==> src/rtl/lcd_pkg.sv <==
// lcd_pkg: shared types and constants for the LCD1602 4-bit interface.
//   lcd_state_e  - state encoding of lcd_nibble_driver
//   HD44780 command constants used by the command/character sequencer
//   is_long_cmd  - true for commands whose execution needs the long wait
`timescale 1ns/1ps
package lcd_pkg;

  typedef enum logic [3:0] {
    StIdle,
    StSetupH,
    StPulseH,
    StHoldH,
    StGap,
    StSetupL,
    StPulseL,
    StHoldL,
    StWait
  } lcd_state_e;

  localparam logic [7:0] CLEAR_DISPLAY      = 8'h01;
  localparam logic [7:0] RETURN_HOME        = 8'h02;
  localparam logic [7:0] ENTRY_MODE         = 8'h06;
  localparam logic [7:0] DISPON_CURSOROFF   = 8'h0C;
  localparam logic [7:0] FUNCSET_4BIT_2LINE = 8'h28;
  localparam logic [7:0] SET_DDRAM          = 8'h80;
  localparam logic [7:0] SET_CGRAM          = 8'h40;

  // Clear and home (bit 0 of home is don't-care, so 0x03 is home as well).
  function automatic logic is_long_cmd(input logic rs, input logic [7:0] data);
    return !rs && ((data == CLEAR_DISPLAY) || (data == RETURN_HOME) || (data == 8'h03));
  endfunction

endpackage

==> src/rtl/lcd_delay_counter.sv <==
// lcd_delay_counter: loadable down-counter shared by every timed state.
//   clk, reset - clock, asynchronous active-low reset
//   load       - load 'value' into the counter this cycle
//   value      - value to load (state duration minus one)
//   zero       - counter has reached zero
// The counter stops at zero; it never wraps.
`timescale 1ns/1ps
module lcd_delay_counter #(
  parameter int unsigned Width = 4
) (
  input  logic             clk,
  input  logic             reset,
  input  logic             load,
  input  logic [Width-1:0] value,
  output logic             zero
);

  logic [Width-1:0] cnt_q;

  always_ff @(posedge clk or negedge reset) begin
    if (!reset) begin
      cnt_q <= '0;
    end else if (load) begin
      cnt_q <= value;
    end else if (cnt_q != '0) begin
      cnt_q <= cnt_q - 1'b1;
    end
  end

  assign zero = (cnt_q == '0);

endmodule

==> src/rtl/lcd_nibble_driver.sv <==
// lcd_nibble_driver: LCD1602 4-bit physical interface stage.
// Accepts one {rs, data} byte per valid/ready handshake, sends the high then
// the low nibble with programmable E setup/width/hold, then waits the
// controller execution time before becoming ready again.
//   clk, reset            - clock, asynchronous active-low reset
//   wr_valid_i/wr_ready_o - write handshake (accept when both high)
//   wr_rs_i, wr_data_i    - register select and byte
//   wr_nibble_only_i      - send only wr_data_i[7:4] (wake-up sequence)
//   lcd_rs/lcd_rw/lcd_en/lcd_d - LCD pins (D7..D4), registered
//   busy_o                - inverse of wr_ready_o
// Optional macro LCD_LONG_CMD_EN: clear/home commands use LONG_WAIT_CYC.
`timescale 1ns/1ps
module lcd_nibble_driver
  import lcd_pkg::*;
#(
  parameter int unsigned SETUP_CYC      = 2,
  parameter int unsigned PULSE_CYC      = 25,
  parameter int unsigned HOLD_CYC       = 1,
  parameter int unsigned GAP_CYC        = 50,
  parameter int unsigned SHORT_WAIT_CYC = 2000,
  parameter int unsigned LONG_WAIT_CYC  = 80000
) (
  input  logic       clk,
  input  logic       reset,
  input  logic       wr_valid_i,
  output logic       wr_ready_o,
  input  logic       wr_rs_i,
  input  logic [7:0] wr_data_i,
  input  logic       wr_nibble_only_i,
  output logic       lcd_rs,
  output logic       lcd_rw,
  output logic       lcd_en,
  output logic [3:0] lcd_d,
  output logic       busy_o
);

  localparam int unsigned Max1   = (SETUP_CYC > PULSE_CYC) ? SETUP_CYC : PULSE_CYC;
  localparam int unsigned Max2   = (Max1 > HOLD_CYC) ? Max1 : HOLD_CYC;
  localparam int unsigned Max3   = (Max2 > GAP_CYC) ? Max2 : GAP_CYC;
  localparam int unsigned Max4   = (Max3 > SHORT_WAIT_CYC) ? Max3 : SHORT_WAIT_CYC;
  localparam int unsigned MaxCyc = (Max4 > LONG_WAIT_CYC) ? Max4 : LONG_WAIT_CYC;
  localparam int unsigned CntW   = (MaxCyc > 1) ? $clog2(MaxCyc) : 1;

  localparam logic [CntW-1:0] SetupLd = CntW'(SETUP_CYC - 1);
  localparam logic [CntW-1:0] PulseLd = CntW'(PULSE_CYC - 1);
  localparam logic [CntW-1:0] HoldLd  = CntW'(HOLD_CYC - 1);
  localparam logic [CntW-1:0] GapLd   = CntW'(GAP_CYC - 1);
  localparam logic [CntW-1:0] ShortLd = CntW'(SHORT_WAIT_CYC - 1);

  lcd_state_e state_q, state_d;

  logic            rs_q, nib_q;
  logic [7:0]      data_q;
  logic            accept;
  logic            cnt_load, cnt_zero;
  logic [CntW-1:0] cnt_value, wait_ld;
  logic            en_q, rs_out_q;
  logic [3:0]      d_q;

`ifdef LCD_LONG_CMD_EN
  localparam logic [CntW-1:0] LongLd = CntW'(LONG_WAIT_CYC - 1);
  assign wait_ld = (!nib_q && is_long_cmd(rs_q, data_q)) ? LongLd : ShortLd;
`else
  assign wait_ld = ShortLd;
`endif

  lcd_delay_counter #(
    .Width (CntW)
  ) u_delay (
    .clk   (clk),
    .reset (reset),
    .load  (cnt_load),
    .value (cnt_value),
    .zero  (cnt_zero)
  );

  // Every transition into a timed state loads that state's duration minus one.
  always_comb begin
    state_d   = state_q;
    accept    = 1'b0;
    cnt_load  = 1'b0;
    cnt_value = '0;
    unique case (state_q)
      StIdle: begin
        if (wr_valid_i) begin
          accept    = 1'b1;
          state_d   = StSetupH;
          cnt_load  = 1'b1;
          cnt_value = SetupLd;
        end
      end
      StSetupH: if (cnt_zero) begin
        state_d = StPulseH; cnt_load = 1'b1; cnt_value = PulseLd;
      end
      StPulseH: if (cnt_zero) begin
        state_d = StHoldH; cnt_load = 1'b1; cnt_value = HoldLd;
      end
      StHoldH: if (cnt_zero) begin
        cnt_load = 1'b1;
        if (nib_q) begin
          state_d = StWait; cnt_value = wait_ld;
        end else begin
          state_d = StGap; cnt_value = GapLd;
        end
      end
      StGap: if (cnt_zero) begin
        state_d = StSetupL; cnt_load = 1'b1; cnt_value = SetupLd;
      end
      StSetupL: if (cnt_zero) begin
        state_d = StPulseL; cnt_load = 1'b1; cnt_value = PulseLd;
      end
      StPulseL: if (cnt_zero) begin
        state_d = StHoldL; cnt_load = 1'b1; cnt_value = HoldLd;
      end
      StHoldL: if (cnt_zero) begin
        state_d = StWait; cnt_load = 1'b1; cnt_value = wait_ld;
      end
      StWait: if (cnt_zero) state_d = StIdle;
      default: state_d = StIdle;
    endcase
  end

  always_ff @(posedge clk or negedge reset) begin
    if (!reset) begin
      state_q <= StIdle;
      rs_q    <= 1'b0;
      nib_q   <= 1'b0;
      data_q  <= 8'h00;
    end else begin
      state_q <= state_d;
      if (accept) begin
        rs_q   <= wr_rs_i;
        nib_q  <= wr_nibble_only_i;
        data_q <= wr_data_i;
      end
    end
  end

  // Pins are registered from the current state, so they trail it by one cycle;
  // rs and d hold their last value through WAIT and IDLE.
  always_ff @(posedge clk or negedge reset) begin
    if (!reset) begin
      en_q     <= 1'b0;
      rs_out_q <= 1'b0;
      d_q      <= 4'h0;
    end else begin
      en_q <= (state_q == StPulseH) || (state_q == StPulseL);
      case (state_q)
        StSetupH, StPulseH, StHoldH, StGap: begin
          d_q      <= data_q[7:4];
          rs_out_q <= rs_q;
        end
        StSetupL, StPulseL, StHoldL: begin
          d_q      <= data_q[3:0];
          rs_out_q <= rs_q;
        end
        default: begin
        end
      endcase
    end
  end

  assign wr_ready_o = (state_q == StIdle);
  assign busy_o     = ~wr_ready_o;
  assign lcd_en     = en_q;
  assign lcd_rs     = rs_out_q;
  assign lcd_d      = d_q;
  assign lcd_rw     = 1'b0;

endmodule

==> config.mk <==
export PLATFORM = sky130hd
export DESIGN_NAME = lcd_nibble_driver
export DESIGN_NICKNAME = d
export VERILOG_FILES = /design/src/rtl/lcd_pkg.sv /design/src/rtl/lcd_delay_counter.sv /design/src/rtl/lcd_nibble_driver.sv
export SDC_FILE = /design/constraint.sdc
export NUM_CORES = 1
export LEC_CHECK = 0
export ABC_CLOCK_PERIOD_IN_PS = 3320
export CORE_ASPECT_RATIO = 1.1
export CORE_MARGIN = 1
export CORE_UTILIZATION = 51
export DETAILED_ROUTE_END_ITERATION = 7
export GPL_TIMING_DRIVEN = 0
export PLACE_DENSITY = 0.72
export RECOVER_POWER = 100
export SLEW_MARGIN = 15
export SYNTH_ARGS = -nofsm -noshare
export SYNTH_HDL_FRONTEND = slang
export SYNTH_SLANG_ARGS = --single-unit
==> constraint.sdc <==
create_clock -name clk -period 3.32 [get_ports clk]
set_input_delay 0.996 -clock clk [delete_from_list [all_inputs] [get_ports clk]]
set_output_delay 0.996 -clock clk [all_outputs]
set_load 0.1 [all_outputs]
# [Word-level counts from Yosys, hierarchy flattened]
# Index checks and enable logic that the tools add are counted.
[word_totals] register_bits=37 in_bits=13 output_inout_bits=9 word_cells=63
[classes] n_addsub=1 n_eq_ne=17 n_mux=25 bitwise=1 n_reduce_logical=11
[op_table] cell="case mux 11 bit (5 select lines)" n=1
[op_table] cell="two-way mux 4 bit" n=10
[op_table] cell="case mux 4 bit (9 select lines)" n=1
[op_table] cell="two-way mux 17 bit" n=2
[op_table] cell="two-way mux 11 bit" n=3
[op_table] cell="!= test 2 bit (second input constant)" n=9
[op_table] cell="logical NOT 17 bit" n=1
[op_table] cell="nonzero test 17 bit" n=1
[op_table] cell="subtractor 17 x 1 -> 17 bit (second input constant)" n=1
[op_table] cell="== test 4 x 3 -> 1 bit (second input constant)" n=4
[op_table] cell="AND reduction 9 bit" n=1
[op_table] cell="== test 4 x 2 -> 1 bit (second input constant)" n=2
[op_table] cell="case mux 4 bit (2 select lines)" n=1
[op_table] cell="OR reduction 7 bit" n=1
[op_table] cell="two-way mux 1 bit" n=5
[op_table] cell="two-way mux 5 bit" n=1
[op_table] cell="== test 4 x 1 -> 1 bit (second input constant)" n=1
[op_table] cell="== test 4 bit (second input constant)" n=1
[op_table] cell="logical NOT 4 bit" n=1
[op_table] cell="nonzero test 2 bit" n=2
[op_table] cell="OR reduction 4 bit" n=1
[op_table] cell="OR reduction 3 bit" n=1
[op_table] cell="case mux 1 bit (2 select lines)" n=1
[op_table] cell="OR reduction 2 bit" n=1
[op_table] cell="other kinds (2)" n=2

# [Logic depth before layout (Yosys ltp)]
# Gate-level depths: netlist of run 1.
[logic_depth] depth_word=4 ltp_mapped=7 mapped_depth_nobuf=6

# [Cells and area by module]
# Synthesis of run 1 repeated with hierarchy kept, for this count alone.
[unflattened] cells_unflattened=202 hier_area_um2=2098.3
[modules_own_cells] module="lcd_nibble_driver" instances=1 cells_per_inst=93 area_per_inst_um2=1064.8 seq_area_each_um2=500.5
[modules_own_cells] module="lcd_delay_counter" instances=1 cells_per_inst=109 area_per_inst_um2=1033.5 seq_area_each_um2=425.4

# [Worst setup path after synthesis of run 1]
# OpenSTA, ideal clock, no wires.
[synth_path] kind="reg2out" start="register state_q[3]" end="output busy_o" t_arrival_ns=2.608 t_required_ns=2.324 slack_ns=-0.284 stages_incl_launch_ff=4 path_buffers=1 cell_sequence="dfrtp_1 clkdlybuf4s15_2 nor4_4 inv_1"
[synth_between] elab_chain_cells=2
[synth_lines] item="start, declared" line="lcd_nibble_driver.sv:50" source="lcd_state_e state_q, state_d;"
[synth_lines] item="start signal, assigned" line="lcd_nibble_driver.sv:125" source="state_q <= StIdle;"
[synth_lines] item="start signal, assigned" line="lcd_nibble_driver.sv:130" source="state_q <= state_d;"
[synth_lines] item="logical NOT 4 bit" line="lcd_nibble_driver.sv:163" source="assign wr_ready_o = (state_q == StIdle);"
[synth_lines] item="named net wr_ready_o" line="lcd_nibble_driver.sv:26" source="output logic wr_ready_o,"
[synth_lines] item="inverter 1 bit" line="lcd_nibble_driver.sv:164" source="assign busy_o = ~wr_ready_o;"
[synth_lines] item="end, declared" line="lcd_nibble_driver.sv:34" source="output logic busy_o"
# The timed path passes the listed nets, and every way through them passes these cells.

# [Final worst setup path of run 1]
[layout_path] start="register state_q[0]" end="output wr_ready_o"
[layout_between] elab_chain_cells=1
[layout_lines] item="logical NOT 4 bit" line="lcd_nibble_driver.sv:163"
[layout_lines] item="end, declared" line="lcd_nibble_driver.sv:26"
# No other way between the ends.

==> results of run 1 <==
## layout by cell type (no fill, tap or decap), types with 3 or more instances in the layout
master           netlist  layout
dlygate4sd3_1          0       7
clkbuf_1               0       9
clkbuf_8               3       8
nor4_4                 3       3
xnor2_1                3       3
nand2_1               10      12
nand3_1                3       3
inv_1                  4       4
or2_2                  3       3
or4_1                  5       5
nor3_1                 7       7
nor2_1                 9      10
mux2i_1                5       5
a21oi_1               11      11
clkdlybuf4s50_1        0      10
xor2_1                 7       7
o22a_1                 4       4
o21ai_0               14      14
dfrtp_1               37      37
mux2_2                10      10
## logic make-up (layout without fill, tap and decap cells)
group,Yosys count,in the layout
adders and majority gates,2,2
and+or+nand+nor,59,59
AOI/OAI and AO/OA,44,44
muxes,15,15
buffers and inverters,13,41
DFF,37,37
xor gates and xnor gates,10,10
other,1,1
## worst min-delay path: stages (launching register included)
cell and delay [ns]:
dfrtp_1 0.35, nand2_1 0.05, nand2_1 0.05
## flip-flops by register name, indices dropped and copies added, names as in the netlist
| name | count |
|---|---|
| data_q | 8 |
| lcd_d | 4 |
| lcd_en | 1 |
| lcd_rs | 1 |
| nib_q | 1 |
| rs_q | 1 |
| state_q | 4 |
| u_delay.cnt_q | 17 |
## power groups by stage
stage                     logic, mW  registers [mW]  clock network [mW]
after floorplan             0.00643           0.459                   0
after global placement       0.0297           0.459                   0
after detailed placement     0.0337           0.459                   0
after CTS                    0.0339           0.451               0.317
after global routing         0.0321           0.450               0.336
final                        0.0287           0.451               0.313
## how the worst max path moves through the flow
| stage | endpoint | cells after the start |
|---|---|---|
| 6_report | wr_ready_o | 3 |
| 5_1_grt | wr_ready_o | 3 |
| 4_1_cts | busy_o | 4 |
| 3_5_place_dp | wr_ready_o | 3 |
| 3_3_place_gp | wr_ready_o | 3 |
| 2_1_floorplan | busy_o | 3 |
## metrics by stage
stage               total power, mW  worst slack (ns)
global placement              0.489             0.213
CTS                           0.801            0.0423
floorplan                     0.466            -0.188
finish                        0.793             0.245
detailed placement            0.493             0.202
global route                  0.818             0.151
## area by class of cell
type	instances	area [um^2]
clock buffers	7	86.3
inverters	4	15.0
fillers	333	1400
multi-input cells	131	950
well taps	50	62.6
repair buffers	21	185
flip-flops and latches	37	926
plain buffers	9	62.6
## per-layer routing
layer | share of wire (%) | vias to the layer above
met1 | 43 | 729
met3 | 4.7 | 7
met2 | 51 | 48
met4 | 1.4 | 0
li1 | - | 718
met5 | 0 | -
==> impl_results.md, run 1 <==
- Outcome: completed
- Grt ovf: 0
- Placement row count: 23
- Clock share of power: 39.5%
- GR peak layer: met2
- Post-synthesis sequential area ratio: 46.3%
- Post-synthesis adder-cell area fraction: 1.25%
- Post-layout min period: 3.08 ns
- Chip width: 61.7 um
- Final instance area: 2290 um^2
- Wirelength per Cell: 15.7 um
- Reg2Reg Setup Slack: 0.92 ns
- WS Path Type: flop to output port
- Post-synth top cells: dfrtp_1 (37), o21ai_0 (14), a21oi_1 (11), mux2_2 (10), nand2_1 (10)
- Top Family by Delay on Critical Path: buffers and inverters
- Drt initial violations: 92
- Met2 usage: 38.3%
- GP Congestion: 0.882
- Xor-xnor portion of the synthesized cell area: 4.38%
- Area grow syn2layout: 14.4%
- DRC: 0
- EDFF count, synth: 0
- Pleak: 0.958 nW
- Hold_ws: 0.484 ns
- Max Clock Skew: 0.00589 ns
- Vias: 1502
- H-tree levels: 2
- Max FO, Critical Path: 10
- I/O pins: 22
- Area leader, netlist: dfrtp_1
- # diodes: 0
- Post-synthesis mux area share: 8.14%
- Sw power: 165 uW
- Post-CTS setup buffer count: 0
- Post_cts resized: 1
- Layout cells sized above 1: 15.8%
- Flop pwr share: 56.8%
- Final setup TNS: 0 ns
- Clock insertion delay at the later pin of the skew report: 0.28 ns
- Reg2Reg Depth: 7
- Setup Viol. Count Final: 0
- Main combinational cell family by area after synthesis: simple AND/OR/NAND/NOR gates
- Crit path DAT: 2.08 ns
- Peak Freq: 0.325 GHz
- Initial Util: 54.3%
- Mapped Area: 2000 um^2
- Post-DP HPWL: 2960 um
- Placed insts: 252
- Largest net degree at the start of global routing: 20
- Worst vdd ir: 340 uV
- Ys flop type: dfrtp_1
- Via/cell ratio: 5.80
- Post-synth ARST share: 100%
- Routed Wire Length: 4070 um
- Synthesized flop and latch total: 37
- Crit start category: flop
- Hold depth: 2
- Clock buffer count from CTS: 5
- HP Start: rs_q$_DFFE_PN0P_
- Fin. max-slew vios: 0
- Post-synth top area share: 46.3%
- PD cells: 347 nW/um^2
- Combinational share of power: 3.6%
- CP max stage delay: 0.90 ns
- RSZ-0062 raised after global routing: false
- Met1 Use GR: 28.0%
- Worst setup EP type: output port
- Met3 usage in global routing: 5.94%
- Sink of the worst hold path: lcd_rs$_DFFE_PN0P_
- Height of the die: 67.7 um
- Synth area leaders: dfrtp_1 (46%), mux2_2 (5.6%), o21ai_0 (3.5%), nor4_4 (3.2%), xor2_1 (3.1%)
- Slew @ Worst Pin: 1.17 ns
- Mapped Nets: 196
- Non-Filler Instances: 259
- Fin crit share: 92.6%
- Placeable Area: 3680 um^2
- Post-Synth Simple-Gate Area: 20.3%
- Internal power: 628 uW
- Final nets: 224
- Worst reg2reg endpoint: u_delay.cnt_q[10]$_DFFE_PN0P_
- Initial antenna violation count: 0
- Crit. Startpoint: state_q[0]$_DFFE_PN0P_
- Drt pass-1 iters: 4
- Worst EP required: 2.32 ns
- Vias in the first global route: 1490
- MaxCap Viol Count: 0
- Port-buffer cells: 20
- Worst Path Buf+Inv: 2
- DP Area: 2280 um^2
- Min-Delay Path Class: flop to flop
- Clock buffer depth: 2
- Hold Buf Count CTS: 0
- # clock sinks: 37
- First-pass GRT wire length: 6980 um
- Relative slew margins: 22.1%
- Post-DRT Antenna Nets: 0
- R2R Path Start: u_delay.cnt_q[0]$_DFFE_PN0P_
- Syn Inst Count: 181
- Yosys Warn Count: 0
- Synth unique cells: 51
- Syn Area/Cell: 11.0 um^2
- Die area: 4180 um^2
- Cell with the most instances after synthesis: dfrtp_1
- Final Core Density: 62.1%
- Sw frac: 20.8%
- Crit-path slowest cell: clkbuf_1
- Crit-path cells: clkbuf_8 > nor4_4 > clkbuf_1
- Clk slew on worst S/H paths: 0.07 ns
- TritonCTS clock tree: built
- Compound-Gate Fraction of Synth Area: 14.0%
- Fin. Hold Viols: 0
- CTS root buf: clkbuf_8
- Total Routing Usage GR: 22.8%
Note: power is estimated with default switching activity, not from simulation.
==> run 2, diff against run 1 <==
--- a/config.mk
+++ b/config.mk
@@ -13,6 +13,7 @@
 export GPL_TIMING_DRIVEN = 0
 export PLACE_DENSITY = 0.72
 export RECOVER_POWER = 100
+export SKIP_LAST_GASP = 1
 export SLEW_MARGIN = 15
 export SYNTH_ARGS = -nofsm -noshare
 export SYNTH_HDL_FRONTEND = slang
==> results of run 2 <==
Same layout as run 1: the final DEF is identical, and so are final timing and power.
==> run 3, diff against run 2 <==
--- a/config.mk
+++ b/config.mk
@@ -7,7 +7,7 @@
 export LEC_CHECK = 0
 export ABC_CLOCK_PERIOD_IN_PS = 3320
 export CORE_ASPECT_RATIO = 1.1
-export CORE_MARGIN = 1
+export CORE_MARGIN = 4
 export CORE_UTILIZATION = 51
 export DETAILED_ROUTE_END_ITERATION = 7
 export GPL_TIMING_DRIVEN = 0
==> run 3 against run 2 <==
  * Sequential power about the same
  * Worst hold slack worse by 0.0080 ns
  * Fmax fell by 1.1%
  * Critical path type unchanged
  * Critical endpoint unchanged
  * Highest routed layer unchanged
==> impl_results.md, run 3 (same netlist as run 1, synthesis figures left out) <==
- Max FO, Critical Path: 10
- Slew @ Worst Pin: 1.22 ns
- Biggest regs: u_delay.cnt_q (17), data_q (8)
- Largest net degree at the start of global routing: 24
- Commonest non-fill, non-tap cell in the layout: dfrtp_1
- # clock sinks: 37
- Clock buffer depth: 2
- Sink of the worst hold path: lcd_rs$_DFFE_PN0P_
- M1 wire length: 1790 um
- Port-buffer cells: 20
- Max Clock Skew: 0.00306 ns
- Relative slew margins: 18.5%
- TritonCTS clock tree: built
- Min-Delay Path Class: flop to flop
- Met3 Routed Length: 201 um
- DRC: 0
- Top reg by flops: u_delay.cnt_q
- Drt pass-1 iters: 6
- Clock insertion delay at the later pin of the skew report: 0.29 ns
- Worst setup EP type: output port
- Via/cell ratio: 5.83
- Initial Util: 53.9%
- Vias in the first global route: 1635
- Worst EP required: 2.32 ns
- Placeable Area: 3710 um^2
- Fin. Hold Viols: 0
- Reg2Reg Setup Slack: 0.94 ns
- Outcome: completed
- Layout cells sized above 1: 15.2%
- Total Routing Usage GR: 20.3%
- Met2 WL: 2150 um
- Peak Freq: 0.322 GHz
- MaxCap Viol Count: 0
- Post-DP HPWL: 3140 um
- Height of the die: 73.7 um
- Grt ovf: 0
- Clk slew on worst S/H paths: 0.07 ns
- Commonest cells after routing, fill and taps aside: dfrtp_1 (37), o21ai_0 (14), nand2_1 (12)
- Placed insts: 252
- HP Start: rs_q$_DFFE_PN0P_
- H-tree levels: 2
- I/O pins: 22
- Crit path DAT: 2.11 ns
- Final Core Density: 61.4%
- First-pass GRT wire length: 7600 um
- Hold depth: 2
- Uppermost layer routed: met4
- Pleak: 0.953 nW
- Area grow syn2layout: 14.1%
- PD cells: 342 nW/um^2
- Setup Viol. Count Final: 0
- Fin crit share: 93.6%
- Wirelength per Cell: 16.2 um
- Max FFs per register: 17
- Non-Filler Instances: 260
- Hold Buf Count CTS: 0
- Routed Wire Length: 4200 um
- Die area: 4990 um^2
- Clock buffer count from CTS: 5
- RSZ-0062 raised after global routing: false
- CTS root buf: clkbuf_8
- WS Path Type: flop to output port
- Worst reg2reg endpoint: u_delay.cnt_q[6]$_DFFE_PN0P_
- Placement row count: 23
- Crit start category: flop
- # diodes: 0
- Worst vdd ir: 272 uV
- Final nets: 224
- GP Congestion: 0.858
- Fin. max-slew vios: 0
- Post-DRT Antenna Nets: 0
- Hold_ws: 0.476 ns
- Chip width: 67.7 um
- R2R Path Start: u_delay.cnt_q[0]$_DFFE_PN0P_
- Total chip power: 781 uW
- Reg2Reg Depth: 7
- Drt initial violations: 111
- Vias: 1515
- Initial antenna violation count: 0
- Post-layout min period: 3.11 ns
run 3: per-stage QoR:
step / TNS [ns] / setup slack (ns) / instance area (um^2)
floorplan: -0.188 / -0.188 / 2000
global placement: 0 / 0.198 / 2260
detailed placement: 0 / 0.181 / 2280
CTS: 0 / 0.00465 / 2360
global route: 0 / 0.131 / 2280
finish: 0 / 0.212 / 2280
run 3: power by group:
group	total [mW]	switching (mW)	leakage, nW	internal, mW
clock	0.301	0.152	0.0395	0.149
sequential	0.451	0	0.461	0.451
combinational	0.0289	0.0164	0.452	0.0125
total	0.781	0.169	0.953	0.612
run 3: layer usage:
layer	track usage, %	up-vias
li1	-	720
met1	24.5	748
met2	34.3	41
met3	5.50	6
met4	7.66	0
met5	0	-
run 3: worst max-delay path, cell delays in order (launching register included):
cell and delay (ns):
dfrtp_1 0.37, clkbuf_8 0.17, nor4_4 0.37, clkbuf_1 0.91
run 3: worst max path at each step:
stage                      startpoint         end  depth (start not counted)
3_3_place_gp   state_q[3]$_DFFE_PN0P_  wr_ready_o                          3
4_1_cts        state_q[3]$_DFFE_PN0P_      busy_o                          4
2_1_floorplan  state_q[0]$_DFFE_PN0P_      busy_o                          3
6_report       state_q[0]$_DFFE_PN0P_  wr_ready_o                          3
3_5_place_dp   state_q[3]$_DFFE_PN0P_  wr_ready_o                          3
5_1_grt        state_q[3]$_DFFE_PN0P_  wr_ready_o                          3
run 3: timing repair:
action | 4_1_cts | 5_1_grt
resized for setup | 1 | 1
endpoints found under the setup margin | 2 | 1
pin swaps | 0 | 0
setup buffers | 0 | 0
run 3: cell type report:
class	instances	area, um^2
Fill cell	328	1430
Multi-Input combinational cell	131	950
Sequential cell	37	926
Timing Repair Buffer	21	185
Clock buffer	8	80.1
Buffer	9	62.6
Tap cell	50	62.6
Inverter	4	15.0
